**src/rtl/chunked_addsub_seq_if.sv**
```systemverilog
// Operand/result handshake bundle for the chunked adder/subtractor.
// The producer/consumer side uses master, the arithmetic block uses slave.
interface chunked_addsub_seq_if #(
    parameter int WIDTH = 512
);
    logic             in_valid;
    logic             in_ready;
    logic [WIDTH-1:0] a;
    logic [WIDTH-1:0] b;
    logic             cin;
    logic             sub;
    logic             out_valid;
    logic             out_ready;
    logic [WIDTH-1:0] sum;
    logic             cout;
    logic             ovf;

    modport master (
        output in_valid, a, b, cin, sub, out_ready,
        input  in_ready, out_valid, sum, cout, ovf
    );

    modport slave (
        input  in_valid, a, b, cin, sub, out_ready,
        output in_ready, out_valid, sum, cout, ovf
    );
endinterface

```
**src/rtl/chunked_addsub_seq.sv**
```systemverilog
// Multi-cycle wide add/subtract: one CHUNK-bit adder walks the operands
// LSB slice first, carrying between slices in a register.
//
// state  | meaning
// -------+--------------------------------------------------------------
// IDLE   | waiting for operands, in_ready high
// RUN    | adding one slice per clock, idx selects the slice
// DONE   | result held on sum/cout/ovf with out_valid until out_ready
module chunked_addsub_seq #(
    parameter int WIDTH = 512,
    parameter int CHUNK = 64
) (
    input  logic                  clk,
    input  logic                  rst_n,
    chunked_addsub_seq_if.slave   bus
);
    localparam int NCHUNK = WIDTH / CHUNK;
    localparam int IDXW   = (NCHUNK > 1) ? $clog2(NCHUNK) : 1;

    if ((WIDTH % CHUNK) != 0 || CHUNK < 1 || CHUNK > WIDTH) begin : g_bad_params
        $error("chunked_addsub_seq: WIDTH must be a positive multiple of CHUNK");
    end

    typedef enum logic [1:0] {
        S_IDLE = 2'd0,
        S_RUN  = 2'd1,
        S_DONE = 2'd2
    } state_t;

    state_t                         r_state;
    state_t                         w_next;

    // Operands are stored sliced so the active slice is a plain index.
    logic [NCHUNK-1:0][CHUNK-1:0]   r_a;
    logic [NCHUNK-1:0][CHUNK-1:0]   r_b;
    logic [NCHUNK-1:0][CHUNK-1:0]   r_acc;
    logic [NCHUNK-1:0][CHUNK-1:0]   w_result;
    logic                           r_carry;
    logic [IDXW-1:0]                r_idx;
    logic [WIDTH-1:0]               r_sum;
    logic                           r_cout;
    logic                           r_ovf;
    logic                           r_out_valid;

    logic                           w_accept;
    logic                           w_last;
    logic                           w_release;
    logic                           w_c;
    logic [CHUNK-1:0]               w_s;
    logic                           w_ovf;

    // One slice of the add; b was already inverted at acceptance for subtraction.
    always_comb begin
        {w_c, w_s} = {1'b0, r_a[r_idx]} + {1'b0, r_b[r_idx]} + {{CHUNK{1'b0}}, r_carry};
    end

    // Full result as it will look once the current slice is written.
    always_comb begin
        w_result        = r_acc;
        w_result[r_idx] = w_s;
    end

    assign w_ovf = (r_a[NCHUNK-1][CHUNK-1] == r_b[NCHUNK-1][CHUNK-1]) &&
                   (w_result[NCHUNK-1][CHUNK-1] != r_a[NCHUNK-1][CHUNK-1]);

    // State register.
    always_ff @(posedge clk or negedge rst_n) begin
        if (!rst_n) begin
            r_state <= S_IDLE;
        end else begin
            r_state <= w_next;
        end
    end

    // Next-state and handshake decode.
    always_comb begin
        w_next       = r_state;
        bus.in_ready = 1'b0;
        w_accept     = 1'b0;
        w_last       = 1'b0;
        w_release    = 1'b0;
        case (r_state)
            S_IDLE: begin
                bus.in_ready = 1'b1;
                if (bus.in_valid) begin
                    w_accept = 1'b1;
                    w_next   = S_RUN;
                end
            end
            S_RUN: begin
                if (r_idx == IDXW'(NCHUNK - 1)) begin
                    w_last = 1'b1;
                    w_next = S_DONE;
                end
            end
            S_DONE: begin
                if (bus.out_ready) begin
                    w_release = 1'b1;
                    w_next    = S_IDLE;
                end
            end
            default: begin
                w_next = S_IDLE;
            end
        endcase
    end

    // Operand capture, slice walk and result registers.
    always_ff @(posedge clk or negedge rst_n) begin
        if (!rst_n) begin
            r_a         <= '0;
            r_b         <= '0;
            r_acc       <= '0;
            r_carry     <= 1'b0;
            r_idx       <= '0;
            r_sum       <= '0;
            r_cout      <= 1'b0;
            r_ovf       <= 1'b0;
            r_out_valid <= 1'b0;
        end else begin
            if (w_accept) begin
                r_a     <= bus.a;
                r_b     <= bus.sub ? ~bus.b : bus.b;
                r_carry <= bus.sub ? ~bus.cin : bus.cin;
                r_idx   <= '0;
            end
            if (r_state == S_RUN) begin
                r_acc[r_idx] <= w_s;
                r_carry      <= w_c;
                if (w_last) begin
                    r_sum       <= w_result;
                    r_cout      <= w_c;
                    r_ovf       <= w_ovf;
                    r_out_valid <= 1'b1;
                end else begin
                    r_idx <= r_idx + IDXW'(1);
                end
            end
            if (w_release) begin
                r_out_valid <= 1'b0;
                r_idx       <= '0;
            end
        end
    end

    assign bus.out_valid = r_out_valid;
    assign bus.sum       = r_sum;
    assign bus.cout      = r_cout;
    assign bus.ovf       = r_ovf;

endmodule

```
**src/flat_wrapper.sv**
```systemverilog
// flat-port wrapper written by rule: the top's interface ports become plain ports
module chunked_addsub_seq_flat 
#(
    parameter int WIDTH = 512,
    parameter int CHUNK = 64
)
  (clk, rst_n, bus_in_valid, bus_a, bus_b, bus_cin, bus_sub, bus_out_ready, bus_in_ready, bus_out_valid, bus_sum, bus_cout, bus_ovf);
  chunked_addsub_seq_if #(.WIDTH(WIDTH)) bus_i ();
  input  logic clk;
  input  logic rst_n;
  input wire logic [$bits(bus_i.in_valid)-1:0] bus_in_valid;
  input wire logic [$bits(bus_i.a)-1:0] bus_a;
  input wire logic [$bits(bus_i.b)-1:0] bus_b;
  input wire logic [$bits(bus_i.cin)-1:0] bus_cin;
  input wire logic [$bits(bus_i.sub)-1:0] bus_sub;
  input wire logic [$bits(bus_i.out_ready)-1:0] bus_out_ready;
  output wire logic [$bits(bus_i.in_ready)-1:0] bus_in_ready;
  output wire logic [$bits(bus_i.out_valid)-1:0] bus_out_valid;
  output wire logic [$bits(bus_i.sum)-1:0] bus_sum;
  output wire logic [$bits(bus_i.cout)-1:0] bus_cout;
  output wire logic [$bits(bus_i.ovf)-1:0] bus_ovf;
  assign bus_i.in_valid = bus_in_valid;
  assign bus_i.a = bus_a;
  assign bus_i.b = bus_b;
  assign bus_i.cin = bus_cin;
  assign bus_i.sub = bus_sub;
  assign bus_i.out_ready = bus_out_ready;
  assign bus_in_ready = bus_i.in_ready;
  assign bus_out_valid = bus_i.out_valid;
  assign bus_sum = bus_i.sum;
  assign bus_cout = bus_i.cout;
  assign bus_ovf = bus_i.ovf;
  chunked_addsub_seq #(.WIDTH(WIDTH), .CHUNK(CHUNK)) u_core (.clk(clk), .rst_n(rst_n), .bus(bus_i));
endmodule
```
**config.mk**
```make
export PLATFORM = sky130hd
export DESIGN_NAME = chunked_addsub_seq_flat
export DESIGN_NICKNAME = d
export VERILOG_FILES = /design/src/rtl/chunked_addsub_seq_if.sv /design/src/rtl/chunked_addsub_seq.sv /design/src/flat_wrapper.sv
export SDC_FILE = /design/constraint.sdc
export NUM_CORES = 2
export LEC_CHECK = 0
export BUFFER_PORTS_ARGS = -buffer_cell sky130_fd_sc_hd__buf_2
export CORE_AREA = 2 2 595 597
export DETAILED_ROUTE_END_ITERATION = 8
export DIE_AREA = 0 0 597 599
export PLACE_DENSITY = 0.49
export SETUP_SLACK_MARGIN = 0.4
export SLEW_MARGIN = 20
export SYNTH_ARGS = -nofsm -noshare
export SYNTH_HDL_FRONTEND = slang
export SYNTH_SLANG_ARGS = --single-unit
```
**constraint.sdc**
```tcl
create_clock -name clk -period 5.01 [get_ports clk]
set_input_delay 0 -clock clk [delete_from_list [all_inputs] [get_ports clk]]
set_output_delay 0 -clock clk [all_outputs]
set_load 0.01 [all_outputs]
```
==> flow_metrics.py <==
metrics = {
    "run_status": {
        "outcome": "completed",
    },
    "yosys": {
        "synth_cell_types": 71,
        "synth_area_leaders": "dfrtp_1 56%, mux2_2 6.5%, a21oi_1 5.6%, xnor2_1 5.3%, a22oi_1 5.0%",
        "yosysSeqAreaShare_pct": 56.4,
        "synth-seq-cells": 2057,
        "netlist.top_cell.by_area": "dfrtp_1",
        "yosysMostFrequentCell": "dfrtp_1",
        "ys_async_sr_fraction_pct": 100,
        "synth_top_area_share_pct": 56.4,
        "synth_edf_count": 0,
        "synth_nets": 10121,
        "synth_flop_cell": "dfrtp_1",
        "synth_top_cells_by_count": "2057 x dfrtp_1, 1022 x nand2_1, 1016 x a21oi_1",
        "syn_inst": 9024,
        "ys_warn_count": 0,
        "synth.avg_cell_area_sq_um": 10.1,
        "netlist_area_sq_um": 91200,
    },
    "placement": {
        "placed_cells": 14982,
        "hpwlAfterDp_mm": 326,
        "post-place-ws_ns": -0.617,
        "gp_congestion": 0.891,
        "io_buffers": 1545,
    },
    "finish": {
        "areaGrowthSynthToFinish_pct": 51.3,
        "fill_cells": 34333,
        "fin_cells": 17512,
        "drive_above_1_share_pct": 25.5,
        "fin_nets": 13732,
    },
    "hold_path": {
        "min_path_type": "primary input to register",
        "min_from": "bus_sub",
    },
    "setup_path": {
        "r2r_cells": 22,
        "worst_setup_path_end_kind": "register",
        "crit_required_ns": 5.87,
        "worstPathArrival_ns": 5.68,
        "r2r_start": "u_core.r_idx[0]",
        "startpoint_type": "register",
        "r2r_end": "u_core.bus.ovf",
        "critPathLaunch": "u_core.r_idx[0]",
        "rrSetupSlack_ns": 0.19,
        "critPathKind": "register to register",
        "critical_path.endpoint": "u_core.bus.ovf",
        "cp_max_fo": 17,
    },
    "detailed_routing": {
        "drc": 0,
        "viasPerCell": 4.90,
        "wire_per_inst_um": 26.3,
        "drt_wl_total_mm": 461,
        "num_vias": 85822,
        "drt-pass1-iter-count": 7,
        "antenna_left": 0,
        "drt_iter0_markers": 7663,
    },
    "timing": {
        "whs_ns": 0.0210,
        "fin_crit_sh_pct": 96.2,
        "period_minus_slack_ns": 4.82,
        "setup_viol": 0,
        "finalClockSkew_ns": 0.0976,
        "relSlewSlack_pct": 22.1,
        "worst_pin_slew_ns": 1.17,
        "timing.fmax_mhz": 208,
        "drv_slew": 0,
        "final-hold-violation-count": 0,
        "rsz0062_at_grt": "true",
        "setup_slack_ns": 0.192,
    },
    "global_route": {
        "met2_usage_pct": 40.1,
        "antenna_found_initial": 105,
        "grt_max_degree": 174,
        "grt.met3_usage_pct": 3.88,
        "grt.overflow.total": 0,
        "grt_pass1_vias": 85590,
        "grt_util_met1_pct": 32.7,
        "grt.total_usage_pct": 24.8,
        "grt_pass1_wl_mm": 641,
        "busiest_layer": "met2",
    },
    "clock_tree": {
        "clkSinkCount": 2057,
        "root_buffer": "clkbuf_16",
        "clk_latency_ns": 0.95,
        "htreeDepth": 4,
        "path_clk_slew_ns": 0.06,
        "numCtsBuffers": 233,
        "cts_tree": "built",
        "cts.path.max_buffers": 4,
    },
    "die": {
        "die_area_sq_um": 358000,
        "start_util_pct": 26.0,
        "rows": 218,
        "core_sq_um": 351000,
        "io_pins": 1546,
        "die_w_um": 597,
        "die_h_um": 599,
    },
    "run": {
        "drv_cap": 0,
    },
}
==> placed cells by master, fill, tap and decap left out, types with 14 or more instances in the layout <==
master and instances:
clkinv_2 37, o21ai_1 45, a31oi_1 62, dlygate4sd3_1 1984
clkbuf_8 41, a22oi_1 572, clkbuf_16 241, nor2_1 973
ha_1 52, bufinv_16 21, xnor2_2 30, o21bai_1 19
a22oi_2 39, xnor2_1 521, diode_2 78, inv_1 30
o21a_1 16, nand4_1 164, nand3_1 20, buf_6 32
a21oi_1 1000, o21ai_2 14, dfrtp_1 2054, clkbuf_1 53
mux2_2 528, buf_2 1543, buf_12 138, nand2_1 1007
o21ai_0 881, xor2_2 17, buf_4 404, a21o_1 36
==> kinds of logic (layout without fill, tap and decap cells) <==
logic type | after synthesis | in the layout | synth area share [%]
adders and majority gates | 67 | 67 | 0.935
other | 0 | 78 | 0
AOI/OAI and AO/OA | 2749 | 2749 | 17.3
buffers and inverters | 780 | 4570 | 3.25
DFF | 2057 | 2057 | 56.4
and+or+nand+nor | 2259 | 2259 | 9.96
xor gates and xnor gates | 584 | 584 | 5.62
muxes | 528 | 528 | 6.52
==> critical path: stages (launching register included) <==
cell and delay [ns]:
dfrtp_2 0.47, buf_6 0.14, nand2_4 0.06, nor2_4 0.05, buf_12 0.17, buf_16 0.21
a22oi_2 0.22, nand4_1 0.19, ha_4 0.33, nand4_1 0.19, or3_4 0.48, or3_4 0.42
a211oi_4 0.17, buf_4 0.15, a211oi_4 0.04, buf_6 0.16, o211ai_2 0.14, nand2_2 0.08
xor2_2 0.16, buf_12 0.16, o21a_1 0.19, or3_4 0.37, a21oi_2 0.13
==> repair_timing <==
item / 4_1_cts / 5_1_grt
setup endpoints to repair: 633 / 565
gates resized for setup: 159 / 79
hold buffers: 1985 / 0
endpoints found under the hold margin: 2682 / 0
gates cloned: 9 / 5
buffers inserted: 28 / 11
pin swaps: 52 / 45
==> routing by layer <==
metal | routed length (um) | up-vias | share of wire [%]
li1 | - | 38626 | -
met1 | 196000 | 42563 | 43
met2 | 212000 | 3618 | 46
met3 | 29500 | 983 | 6.4
met4 | 23400 | 32 | 5.1
met5 | 206 | - | 0.045
==> flip-flops by register name (all words and copies together), names as in the netlist, 2 cells and up <==
register,flops
u_core.bus.sum,512
u_core.r_state,2
u_core.r_idx,3
u_core.r_a,512
u_core.r_b,512
u_core.r_acc,512
==> worst min path at each step <==
| stage | end | slack, ns | cells past startpoint |
|---|---|---|---|
| 6_report | u_core.r_b[399] | 0.02 | 4 |
| 5_1_grt | u_core.r_b[98] | 0.02 | 4 |
| 4_1_cts | u_core.r_b[143] | 0.0007 | 4 |
| 3_5_place_dp | u_core.bus.sum[144] | 0.07 | 1 |
| 3_3_place_gp | u_core.bus.sum[144] | 0.06 | 1 |
| 2_1_floorplan | u_core.bus.cout | -0.30 | 0 |
==> cell type report <==
class | instances | area, sq um | area share (%)
Sequential cell | 2057 | 51500 | 37.3
Clock inverter | 84 | 1130 | 0.821
Antenna cell | 78 | 195 | 0.141
Tap cell | 4620 | 5780 | 4.19
Clock buffer | 330 | 6670 | 4.83
Inverter | 30 | 113 | 0.0816
Timing Repair Buffer | 4126 | 34400 | 24.9
Multi-Input combinational cell | 6187 | 38300 | 27.8
==> metrics by stage <==
step	area, sq um	setup TNS [ns]	utilization (%)
floorplan	91300	0	-
global placement	108000	-70.55	30.8
detailed placement	108000	-82.95	30.8
CTS	137000	0	39.1
global route	138000	0	39.3
finish	138000	0	39.3
Power is not shown: default switching activity piles up to over one toggle a cycle in this logic, so the estimate is an artifact.
